### src/rtl/acc_cpu_core.sv
// Accumulator CPU core: FETCH/EXECUTE/HALT sequencer with PC, accumulator, flags and
// register file. Program memory is external with asynchronous read on prog_addr.
module acc_cpu_core #(
  parameter int unsigned DATA_W = 8,
  parameter int unsigned NREGS  = 4,
  parameter int unsigned PC_W   = 5
) (
  input  logic              clk,
  input  logic              clr,
  input  logic              run,
  output logic [PC_W-1:0]   prog_addr,
  input  logic [PC_W+3:0]   prog_data,
  input  logic [DATA_W-1:0] swiches,
  output logic [DATA_W-1:0] leds,
  output logic              carry,
  output logic              zero,
  output logic              halted,
  output logic              retire
);

  localparam int unsigned REG_AW  = $clog2(NREGS);
  localparam int unsigned INSTR_W = 4 + PC_W;

  typedef enum logic [1:0] {StFetch, StExec, StHalt} state_e;

  state_e              state_q, state_d;
  logic [PC_W-1:0]     pc_q, pc_d;
  logic [INSTR_W-1:0]  ir_q, ir_d;
  logic [DATA_W-1:0]   acc_q, acc_d;
  logic [DATA_W-1:0]   leds_q, leds_d;
  logic                c_q, c_d;
  logic                z_q, z_d;
  logic [DATA_W-1:0]   regs_q [NREGS];
  logic                reg_we;
  logic                acc_wr;

  logic [3:0]          opcode;
  logic [PC_W-1:0]     operand;
  logic [REG_AW-1:0]   r;
  logic [DATA_W-1:0]   rdata;
  logic [DATA_W:0]     sum;

  assign opcode  = ir_q[INSTR_W-1 -: 4];
  assign operand = ir_q[PC_W-1:0];
  assign r       = operand[REG_AW-1:0];
  assign rdata   = regs_q[r];
  assign sum     = {1'b0, acc_q} + {1'b0, rdata};

  always_comb begin
    state_d = state_q;
    pc_d    = pc_q;
    ir_d    = ir_q;
    acc_d   = acc_q;
    leds_d  = leds_q;
    c_d     = c_q;
    z_d     = z_q;
    reg_we  = 1'b0;
    acc_wr  = 1'b0;
    unique case (state_q)
      StFetch: begin
        if (run) begin
          ir_d    = prog_data;
          state_d = StExec;
        end
      end
      StExec: begin
        state_d = StFetch;
        pc_d    = pc_q + PC_W'(1);
        case (opcode)
          4'h1: begin acc_d = rdata; acc_wr = 1'b1; end
          4'h2: reg_we = 1'b1;
          4'h3: begin {c_d, acc_d} = sum; acc_wr = 1'b1; end
          4'h4: begin
            acc_d  = acc_q - rdata;
            c_d    = (acc_q < rdata);
            acc_wr = 1'b1;
          end
          4'h5: begin acc_d = acc_q & rdata; acc_wr = 1'b1; end
          4'h6: begin acc_d = acc_q | rdata; acc_wr = 1'b1; end
          4'h7: begin acc_d = acc_q ^ rdata; acc_wr = 1'b1; end
          4'h8: begin acc_d = swiches; acc_wr = 1'b1; end
          4'h9: leds_d = acc_q;
          4'hA: pc_d = operand;
          // Branch flags are the ones left by earlier instructions
          4'hB: if (c_q) pc_d = operand;
          4'hC: if (z_q) pc_d = operand;
          4'hD: begin acc_d = DATA_W'(operand); acc_wr = 1'b1; end
          4'hE: begin
            c_d    = acc_q[DATA_W-1];
            acc_d  = {acc_q[DATA_W-2:0], 1'b0};
            acc_wr = 1'b1;
          end
          4'hF: begin
            state_d = StHalt;
            pc_d    = pc_q;
          end
          default: ;
        endcase
        if (acc_wr) z_d = (acc_d == '0);
      end
      StHalt: ;
      default: state_d = StFetch;
    endcase
  end

  always_ff @(posedge clk) begin
    if (clr) begin
      state_q <= StFetch;
      pc_q    <= '0;
      ir_q    <= '0;
      acc_q   <= '0;
      leds_q  <= '0;
      c_q     <= 1'b0;
      z_q     <= 1'b0;
    end else begin
      state_q <= state_d;
      pc_q    <= pc_d;
      ir_q    <= ir_d;
      acc_q   <= acc_d;
      leds_q  <= leds_d;
      c_q     <= c_d;
      z_q     <= z_d;
    end
  end

  always_ff @(posedge clk) begin
    if (clr) begin
      for (int i = 0; i < NREGS; i++) regs_q[i] <= '0;
    end else if (reg_we) begin
      regs_q[r] <= acc_q;
    end
  end

  assign prog_addr = pc_q;
  assign leds      = leds_q;
  assign carry     = c_q;
  assign zero      = z_q;
  assign halted    = (state_q == StHalt);
  assign retire    = (state_q == StExec);

endmodule

### config.mk
export PLATFORM = sky130hd
export DESIGN_NAME = acc_cpu_core
export DESIGN_NICKNAME = d
export VERILOG_FILES = /design/src/rtl/acc_cpu_core.sv
export SDC_FILE = /design/constraint.sdc
export NUM_CORES = 1
export LEC_CHECK = 0
export CORE_MARGIN = 2
export CORE_UTILIZATION = 35
export CTS_CLUSTER_DIAMETER = 150
export CTS_CLUSTER_SIZE = 28
export DETAILED_ROUTE_END_ITERATION = 8
export SLEW_MARGIN = 20
export SYNTH_ARGS = -nofsm -noshare
export SYNTH_HDL_FRONTEND = slang
export SYNTH_SLANG_ARGS = --single-unit
### constraint.sdc
create_clock -name clk -period 2.9 [get_ports clk]
set_input_delay 0.87 -clock clk [delete_from_list [all_inputs] [get_ports clk]]
set_output_delay 0.87 -clock clk [all_outputs]
set_load 0.02 [all_outputs]
==> summary.txt, run 1 <==
Yosys warning count: 0
1st-pass router iterations: 6
multi-input combinational cell area: 0.00291 mm²
Residual DRC: 0
vias in the first global route: 4304
Finished Cell Area: 0.00618 mm²
Most common cell on crit path: or4b_4
Cell Chain, Critical Path: buf_12 -> mux4_2 -> buf_6 -> ha_4 -> a211oi_2 -> nor2_2 -> or4b_4 -> nand3_2 -> or4b_4 -> o41ai_2
Clock transition at path regs: 0.06 ns
Final period util: 1.03
Final Hold Viols: 0
Yosys cell types: 74
Setup Crit Path Kind: reg -> reg
antenna violations before repair: 0
CP max stage cell: mux4_2
Routed WL: 14.9 mm
total gr overflow: 0
Syn Nets: 569
combinational power share: 0.210
Routed Antenna Nets: 0
nets: 656
worst-skew pair later-pin latency: 0.34 ns
Post-Place Cells: 766
Buf+Inv Stages, Crit Path: 2
Seq cells post-synth: 68
vias per inst: 5.54
Root Buffer: clkbuf_16
syn avg cell area: 9.13 µm²
GRT Overall Usage: 0.212
upper clock frequency limit: 335 MHz
Final setup viols: 2
Leakage: 2.37 nW
status: finished with violations
maxcap violations: 0
CTS tree: done
Post-synth EDFFs: 32
cell family with most CP delay: simple AND/OR/NAND/NOR gates
sequential share of the synthesized area: 0.355
crit path time final: 2.98 ns
Routed WL per cell: 19.0 µm
total internal power: 2.16 mW
Area growth syn-to-layout: 30.4%
# IOs: 37
area leader, netlist: edfxtp_1
Hold Crit Class: reg -> reg
Placed Instance Area: 0.00569 mm²
worst rel slew slack: 0.540
DRT iter0 DRCs: 340
GPL Wtd Cong: 1.04
first-pass GRT wire length: 23.7 mm
net switching power: 0.817 mW
Post-CTS Hold Fix Bufs: 0
top post-synthesis cells by area: edfxtp_1, dfxtp_1, ha_1
Top FF cell, synth: dfxtp_1
Slew Limit Fails: 0
Synth async-reset ratio: 0
Die Span Y: 120 µm
Crit. End Element: register
die footprint: 0.0145 mm²
Startpoint Class: register
Worst path max stage delay: 0.54 ns
layout cells sized above 1: 0.216
Reg power frac: 0.359
final worst slack: -0.0841 ns
PortBufs: 36
clock sink total: 68
clock power share: 0.431
CTS H-tree lvls: 3
DP Worst Slack: -0.216 ns
FF+latch area: 0.00168 mm²
switching fraction of total power: 0.274
# diodes: 0
final cell count without fillers: 787
final clock skew: 0.00796 ns
cts bufs inserted: 9
Req. time, crit path: 3.15 ns
Detail Placement HPWL: 11.3 mm
Longest Clk Path Bufs: 2
crit path DAT: 3.24 ns
Slew @ Worst Pin: 0.688 ns
Power Density: 482 mW/mm²
IR drop worst, VDD: 0.433 mV
Starting Density: 0.358
vias post-DR: 4361
die width: 120 µm
synthesized area: 0.00474 mm²
post-synth top area share: 0.203
Gate Count Post-Synth: 519
Std-Cell Rows: 42
# fillers: 1291
failing checks: negative setup slack
largest net degree at the start of global routing: 28
Placeable Area: 0.0132 mm²
crit path max fanout: 8
RSZ-0062 raised after global routing: yes
power by group through the flow:
stage / clock (mW) / sequential (mW) / combinational (mW)
2_1_floorplan: 0 / 1.08 / 0.342
3_3_place_gp: 0 / 1.09 / 0.562
3_5_place_dp: 0 / 1.09 / 0.568
4_1_cts: 1.30 / 1.07 / 0.597
5_1_grt: 1.33 / 1.07 / 0.672
6_report: 1.28 / 1.07 / 0.626
final cells by class:
cell class / count / share of cell area
Clock buffer: 9 / 0.0364
Clock inverter: 7 / 0.0186
Inverter: 27 / 0.0164
Multi-Input combinational cell: 392 / 0.472
Sequential cell: 68 / 0.272
Tap cell: 176 / 0.0356
Timing Repair Buffer: 108 / 0.149
registers in the layout (all words and copies together) (netlist names), named ones only:
| signal | flops |
|---|---|
| acc_q | 8 |
| carry | 1 |
| ir_q | 9 |
| leds | 8 |
| prog_addr | 5 |
| regs_q | 32 |
| state_q | 2 |
| zero | 1 |
worst reg2reg max path, delay by kind of cell (launching register included):
kind	cells	cell delay (ns)
and+or+nand+nor	4	1.14
muxes	1	0.54
buffers and inverters	2	0.28
AOI/OAI and AO/OA	2	0.44
DFF	1	0.34
adders and majority gates	1	0.16
cells in the final DEF (no fill, tap or decap), types with 4 or more instances in the layout:
cell / instances
nor2_1: 38
inv_1: 25
nor3_1: 6
clkbuf_16: 9
mux2i_1: 17
o21a_1: 4
or2_2: 4
o221ai_1: 4
and2_1: 36
clkdlybuf4s50_1: 36
a31oi_1: 4
o21ai_0: 20
a21oi_1: 33
nand2_1: 41
nand3b_1: 9
dfxtp_1: 35
a211oi_1: 5
edfxtp_1: 32
and3_1: 5
a22oi_1: 5
mux4_2: 8
nand2b_1: 13
nor2b_1: 20
o211ai_1: 4
ha_4: 4
buf_4: 69
ha_1: 21
o22ai_1: 4
nand3_1: 11
cells by family after synthesis:
family,Yosys count,share of synthesized area
muxes,26,0.0803
buffers and inverters,59,0.0568
DFF,68,0.355
and+or+nand+nor,213,0.251
xor gates and xnor gates,1,0.00185
adders and majority gates,30,0.0824
AOI/OAI and AO/OA,122,0.173
synthesized netlist by cell type, drive strengths merged, types with 4 or more instances:
master   n
o211ai   4
ha      28
mux4     8
nand3   12
a211oi   7
o22ai    4
a31oi    4
buf     18
edfxtp  32
nor2b   21
dfxtp   36
o21ai   23
and2    37
a22oi    5
nor2    39
nand3b   9
and3     5
nand2b  13
o221ai   4
mux2i   17
nor3b    4
a21oi   36
nand2   41
o21a     4
nor3     6
inv     27
clkbuf  14
or2      4
final timing paths:
kind,from,slack [ns],to,depth (start not counted)
worst min register to register,leds[5],0.46,leds[5],2
worst max-delay path,register,-0.08,zero,10
worst max register to register,register,-0.08,zero,10
worst min-delay path,leds[5],0.46,leds[5],2
per-layer routing:
layer	up-vias	share of wire	GRT usage
met1	2080	0.42	0.277
met5	-	0	0
met4	0	0.040	0.0988
met3	42	0.083	0.0486
li1	2045	-	-
met2	194	0.45	0.333
metrics by stage:
stage          utilization  hold slack (ns)  total power [mW]  TNS (ns)
3_5_place_dp         0.429            0.449              1.66    -0.356
5_1_grt              0.467            0.488              3.08    -0.499
6_report             0.467            0.455              2.98    -0.161
2_1_floorplan            -            0.475              1.42         0
4_1_cts              0.462            0.459              2.96    -0.130
3_3_place_gp         0.429            0.442              1.65    -0.160
timing repair:
| action | CTS | global route |
|---|---|---|
| setup buffers | 4 | 1 |
| pin swaps | 8 | 6 |
| setup endpoints to repair | 5 | 5 |
| resized for setup | 16 | 18 |
| endpoints found under the hold margin | 0 | 0 |
(Power assumes the default switching activity.)
==> inputs of run 2 (changes only) <==
- PLACE_DENSITY: not set -> 0.55
==> run 2 against run 1 <==
Net effect:
- the run still ends with negative setup slack left
- wire length shrank 0.34%
- sequential share of layout area grew 0.11 points
- cell area shrank 0.41%
- sequential power is essentially flat
- setup slack gained 0.054 ns
- clock-buffer cell count is the same
- global-route usage shrank 0.40 points
- critical path depth grew 1
- die area is the same
- non-clock buffer count grew 2
- power shrank 4.8%
- critical path type unchanged
- critical endpoint is now acc_q[7]
==> summary.txt, run 2 (synthesis results as in run 1) <==
CTS tree: done (unchanged)
upper clock frequency limit: 341 MHz (was 335 MHz)
Residual DRC: 0 (unchanged)
# diodes: 0 (unchanged)
Starting Density: 0.358 (unchanged)
Final setup viols: 2 (unchanged)
Cell Chain, Critical Path: buf_12 -> mux4_2 -> inv_1 -> ha_1 -> o21bai_1 -> a221oi_1 -> buf_4 -> o2bb2ai_1 -> mux2i_1 -> or4b_4 -> o21a_1 (was buf_12 -> mux4_2 -> buf_6 -> ha_4 -> a211oi_2 -> nor2_2 -> or4b_4 -> nand3_2 -> or4b_4 -> o41ai_2)
Req. time, crit path: 3.14 ns (was 3.15 ns)
first-pass GRT wire length: 23.1 mm (was 23.7 mm)
Routed Antenna Nets: 0 (unchanged)
Startpoint Class: register (unchanged)
R2R depth: 11 (was 10)
Detail Placement HPWL: 11.2 mm (was 11.3 mm)
r2r endpoint: acc_q[7] (was zero)
Min-Delay Endpoint: leds[3] (was leds[5])
final clock skew: 0.00610 ns (was 0.00796 ns)
RSZ-0062 raised after global routing: yes (unchanged)
die footprint: 0.0145 mm² (unchanged)
nets: 658 (was 656)
Buf+Inv Stages, Crit Path: 3 (was 2)
Hold Crit Class: reg -> reg (unchanged)
DRT iter0 DRCs: 344 (was 340)
final worst slack: -0.0298 ns (was -0.0841 ns)
antenna violations before repair: 0 (unchanged)
Longest Clk Path Bufs: 2 (unchanged)
biggest regs: regs_q: 32 flops, ir_q: 9 flops (unchanged)
Slew @ Worst Pin: 0.789 ns (was 0.688 ns)
Slew Limit Fails: 0 (unchanged)
# IOs: 37 (unchanged)
vias post-DR: 4254 (was 4361)
total gr overflow: 0 (unchanged)
most common cell after layout, fill and taps aside: buf_4 (unchanged)
Die Span Y: 120 µm (unchanged)
cell family with most CP delay: multiplexers (was simple AND/OR/NAND/NOR gates)
layout cells sized above 1: 0.219 (was 0.216)
clock sink total: 68 (unchanged)
crit path DAT: 3.17 ns (was 3.24 ns)
Root Buffer: clkbuf_16 (unchanged)
CP max stage cell: mux4_2 (unchanged)
crit path time final: 2.93 ns (was 2.98 ns)
Power Density: 461 mW/mm² (was 482 mW/mm²)
# fillers: 1272 (was 1291)
max reg flops: 32 (unchanged)
Clock transition at path regs: 0.06 ns (about the same)
maxcap violations: 0 (unchanged)
vias in the first global route: 4262 (was 4304)
crit path max fanout: 8 (unchanged)
vias per inst: 5.39 (was 5.54)
Worst path max stage delay: 0.56 ns (was 0.54 ns)
Hold Path Origin: leds[3] (was leds[5])
Setup Crit Path Kind: reg -> reg (unchanged)
Final period util: 1.01 (was 1.03)
Area growth syn-to-layout: 29.9% (was 30.4%)
flop2flop setup slack: -0.03 ns (was -0.08 ns)
cts bufs inserted: 9 (unchanged)
GPL Wtd Cong: 0.978 (was 1.04)
Std-Cell Rows: 42 (unchanged)
die width: 120 µm (unchanged)
Routed WL: 14.9 mm (about the same)
failing checks: negative setup slack (unchanged)
largest net degree at the start of global routing: 39 (was 28)
Final Hold Viols: 0 (unchanged)
CTS H-tree lvls: 3 (unchanged)
GRT Overall Usage: 0.208 (was 0.212)
PortBufs: 36 (unchanged)
Largest Register: regs_q (unchanged)
Levels on crit path: 11 (was 10)
IR drop worst, VDD: 0.332 mV (was 0.433 mV)
Crit. End Element: register (unchanged)
worst-skew pair later-pin latency: 0.34 ns (about the same)
Placeable Area: 0.0132 mm² (unchanged)
worst rel slew slack: 0.473 (was 0.540)
Leakage: 2.36 nW (was 2.37 nW)
Final Util: 0.465 (was 0.467)
commonest cells after routing, fill and taps aside: buf_4, nand2_1, nor2_1, and2_1, clkdlybuf4s50_1 (unchanged)
Post-CTS Hold Fix Bufs: 0 (unchanged)
status: finished with violations (unchanged)
Routed WL per cell: 18.8 µm (was 19.0 µm)
DP Worst Slack: -0.221 ns (was -0.216 ns)
1st-pass router iterations: 4 (was 6)
hold path depth: 2 (unchanged)
## run 2: cell count changes in the layout (fill, tap and decap cells not counted), moves of 3 or more
cell and change:
o31ai_2 +3, ha_2 -3, inv_6 +4, buf_4 +3
## run 2: routing by layer
layer / track usage / share of wire / wire length (µm)
met2: 0.319 / 0.45 / 6650
met5: 0 / 0 / 0
met1: 0.291 / 0.47 / 6940
met4: 0.0785 / 0.027 / 400
met3: 0.0401 / 0.059 / 880
## run 2: worst max-delay path by stage
stage	start	end	slack, ns
6_report	register	acc_q[7]	-0.03
4_1_cts	register	zero	-0.04
5_1_grt	register	zero	-0.18
3_3_place_gp	register	zero	-0.12
3_5_place_dp	register	zero	-0.22
2_1_floorplan	register	zero	0.0006
## run 2: area by class of cell
cell class | count | area [µm²] | area share
multi-input combinational | 392 | 2900 | 0.472
sequential | 68 | 1680 | 0.273
timing repair buffer | 110 | 941 | 0.153
clock buffer | 9 | 225 | 0.0366
tap | 176 | 220 | 0.0358
inverter | 27 | 101 | 0.0165
clock inverter | 7 | 80.1 | 0.0130
## run 2: tightest hold or removal path, stage by stage (launching register included)
cell,delay (ns)
dfxtp_1,0.31
nand2_1,0.05
a21oi_1,0.05
## run 2: power breakdown
part	switching, mW	internal [mW]	total, mW
Clock	0.470	0.678	1.15
Combinational	0.333	0.284	0.617
Sequential	0.0338	1.04	1.07
Total	0.837	2.00	2.84
## run 2: repair_timing
item                                    CTS  global route
setup buffers                             3             1
endpoints found under the setup margin    5             6
pin swaps                                10             5
gates resized for setup                  15            11
endpoints found under the hold margin     0             0
## run 2: per-stage QoR
stage	setup TNS [ns]	hold WS [ns]	std cells	total power, mW	area, µm²
floorplan	0	0.475	519	1.42	4750
global placement	-0.182	0.441	769	1.66	5720
detailed placement	-0.399	0.445	769	1.66	5720
CTS	-0.0673	0.457	788	2.83	6100
global route	-0.441	0.476	789	2.94	6150
finish	-0.0577	0.455	789	2.84	6150
==> inputs of run 3 (changes only) <==
--- a/config.mk
+++ b/config.mk
@@ -13,3 +13,3 @@
 export PLACE_DENSITY = 0.55
-export SLEW_MARGIN = 20
+export SLEW_MARGIN = 30
 export SYNTH_ARGS = -nofsm -noshare
==> constraint.sdc (replaced) <==
create_clock -name clk -period 2.9 [get_ports clk]
set_input_delay 0.29 -clock clk [delete_from_list [all_inputs] [get_ports clk]]
set_output_delay 0.29 -clock clk [all_outputs]
set_load 0.02 [all_outputs]
==> run 3 against run 2 <==
Net effect:
- the run still ends with negative setup slack left
- via count is 2.5% higher
- combinational power up 7.0%
- utilization rose by 1.0 points
- first-iteration DRC count rose by 3.5%
- clock skew about the same
- critical path depth rose by 1
- critical path type unchanged
==> summary.txt, run 3 (synthesis results as in run 1) <==
Final setup viols: 4 (was 2)
status: finished with violations (unchanged)
switching fraction of total power: 0.279 (was 0.295)
die footprint: 0.0145 mm² (unchanged)
CP max stage cell: mux4_2 (unchanged)
most common cell after layout, fill and taps aside: buf_4 (unchanged)
worst rel slew slack: 0.466 (was 0.473)
Hold Crit Class: reg -> reg (unchanged)
CTS H-tree lvls: 3 (unchanged)
total internal power: 2.10 mW (was 2.00 mW)
largest net degree at the start of global routing: 39 (unchanged)
worst-skew pair later-pin latency: 0.34 ns (about the same)
layout cells sized above 1: 0.244 (was 0.219)
Leakage: 2.43 nW (was 2.36 nW)
r2r endpoint: zero (was acc_q[7])
total gr overflow: 0 (unchanged)
clock sink total: 68 (unchanged)
Post-Place Cells: 777 (was 769)
DRT iter0 DRCs: 356 (was 344)
# IOs: 37 (unchanged)
first-pass GRT wire length: 24.3 mm (was 23.1 mm)
Cell Chain, Critical Path: buf_8 -> mux4_2 -> inv_2 -> ha_4 -> buf_4 -> nor2b_2 -> o31ai_4 -> buf_4 -> o31ai_4 -> mux2i_2 -> a31oi_1 -> o41ai_2 (was buf_12 -> mux4_2 -> inv_1 -> ha_1 -> o21bai_1 -> a221oi_1 -> buf_4 -> o2bb2ai_1 -> mux2i_1 -> or4b_4 -> o21a_1)
Req. time, crit path: 3.15 ns (was 3.14 ns)
Die Span Y: 120 µm (unchanged)
upper clock frequency limit: 334 MHz (was 341 MHz)
PortBufs: 36 (unchanged)
final worst slack: -0.0935 ns (was -0.0298 ns)
# fillers: 1285 (was 1272)
GRT met2 Usage: 0.362 (was 0.319)
met1 GRT Util: 0.281 (was 0.291)
Starting Density: 0.358 (unchanged)
vias post-DR: 4361 (was 4254)
GRT Overall Usage: 0.220 (was 0.208)
Residual DRC: 0 (unchanged)
max reg flops: 32 (unchanged)
vias in the first global route: 4419 (was 4262)
R2R depth: 12 (was 11)
nets: 667 (was 658)
Largest Register: regs_q (unchanged)
# diodes: 0 (unchanged)
antenna violations before repair: 0 (unchanged)
Hold Path Origin: leds[2] (was leds[3])
grt met3 use: 0.0585 (was 0.0401)
GPL Wtd Cong: 0.960 (was 0.978)
Root Buffer: clkbuf_16 (unchanged)
Std-Cell Rows: 42 (unchanged)
flop2flop setup slack: -0.09 ns (was -0.03 ns)
crit path max fanout: 6 (was 8)
1st-pass router iterations: 5 (was 4)
DP Worst Slack: -0.237 ns (was -0.221 ns)
IR drop worst, VDD: 0.503 mV (was 0.332 mV)
combinational power share: 0.226 (was 0.218)
Reg power frac: 0.367 (was 0.377)
Longest Clk Path Bufs: 2 (unchanged)
busiest layer in global routing: met2 (unchanged)
Clock transition at path regs: 0.06 ns (about the same)
Area growth syn-to-layout: 32.8% (was 29.9%)
clock power share: 0.406 (was 0.405)
Buf+Inv Stages, Crit Path: 4 (was 3)
Routed WL: 15.5 mm (was 14.9 mm)
hold path depth: 2 (unchanged)
commonest cells after routing, fill and taps aside: buf_4, nand2_1, nor2_1, and2_1, clkdlybuf4s50_1 (unchanged)
Setup Crit Path Kind: reg -> reg (unchanged)
Slew @ Worst Pin: 0.799 ns (was 0.789 ns)
final cell count without fillers: 798 (was 789)
Slew Limit Fails: 0 (unchanged)
Min-Delay Endpoint: leds[2] (was leds[3])
crit path DAT: 3.24 ns (was 3.17 ns)
Crit. End Element: register (unchanged)
die width: 120 µm (unchanged)
cell family with most CP delay: multiplexers (unchanged)
Detail Placement HPWL: 11.6 mm (was 11.2 mm)
failing checks: negative setup slack (unchanged)
Placeable Area: 0.0132 mm² (unchanged)
Routed Antenna Nets: 0 (unchanged)
RSZ-0062 raised after global routing: yes (unchanged)
Routed WL per cell: 19.4 µm (was 18.8 µm)
Final Hold Viols: 0 (unchanged)
net switching power: 0.814 mW (was 0.837 mW)
Post-CTS Hold Fix Bufs: 0 (unchanged)
final clock skew: 0.00629 ns (was 0.00610 ns)
Final period util: 1.03 (was 1.01)
Startpoint Class: register (unchanged)
Power Density: 463 mW/mm² (was 461 mW/mm²)
biggest regs: regs_q: 32 flops, ir_q: 9 flops (unchanged)
crit path time final: 2.99 ns (was 2.93 ns)
cts bufs inserted: 9 (unchanged)
vias per inst: 5.46 (was 5.39)
CTS tree: done (unchanged)
maxcap violations: 0 (unchanged)
Worst path max stage delay: 0.57 ns (was 0.56 ns)
==> run 3: cell types whose count changed in the layout (fill, tap and decap cells not counted), sizes merged <==
cell      change
clkbuf        +2
inv           -4
bufinv        +1
clkinvlp      -2
clkinv        +3
buf           +9
==> run 3: worst max path at each step <==
stage | endpoint | cells after the start | startpoint | slack, ns
floorplan | zero | 9 | register | 0.0006
global placement | zero | 10 | register | -0.18
detailed placement | zero | 11 | register | -0.24
CTS | zero | 9 | register | -0.03
global route | zero | 11 | register | -0.22
finish | zero | 12 | register | -0.09
==> run 3: worst reg2reg max path: cells and delay by family, from the launching register on <==
kind            cells  cell delay, ns
flops               1            0.37
buf+inv             4            0.54
mux                 2            0.86
fa+ha+maj           1            0.21
simple gates        1            0.14
compound gates      4            0.80
==> run 3: area by class of cell <==
class                           count  area [µm²]  share of cell area
Inverter                           27         104              0.0165
Clock inverter                      5        86.3              0.0137
Clock buffer                       11         233              0.0370
Sequential cell                    68        1690               0.268
Timing Repair Buffer              119        1010               0.160
Multi-Input combinational cell    392        2960               0.470
Tap cell                          176         220              0.0350
==> run 3: metrics by stage <==
stage          instance area (µm²)  TNS, ns  total power, mW  utilization  hold slack [ns]
2_1_floorplan                 4750        0             1.42            -            0.429
3_3_place_gp                  5770   -0.421             1.67        0.436            0.442
3_5_place_dp                  5770   -0.751             1.68        0.436            0.450
4_1_cts                       6240  -0.0915             2.92        0.472            0.459
5_1_grt                       6290   -0.669             3.03        0.475            0.486
6_report                      6290   -0.185             2.92        0.475            0.456
==> run 3: power groups by stage <==
| stage | logic, mW | registers, mW | clock network (mW) |
|---|---|---|---|
| after floorplan | 0.342 | 1.08 | 0 |
| after global routing | 0.709 | 1.08 | 1.24 |
| final | 0.660 | 1.07 | 1.18 |
| after detailed placement | 0.586 | 1.09 | 0 |
| after global placement | 0.584 | 1.09 | 0 |
| after CTS | 0.633 | 1.07 | 1.21 |
==> run 3: what timing repair did <==
action | in CTS | in global routing
pin swaps | 10 | 3
cloned | 0 | 0
resized for setup | 30 | 14
setup buffers | 5 | 0
setup endpoints to repair | 6 | 5
==> run 3: metal layers <==
metal  up-vias  routed length, µm
met1      2121               6940
met5         -                  0
met3        27                957
met2       147               7160
li1       2066                  -
met4         0                404
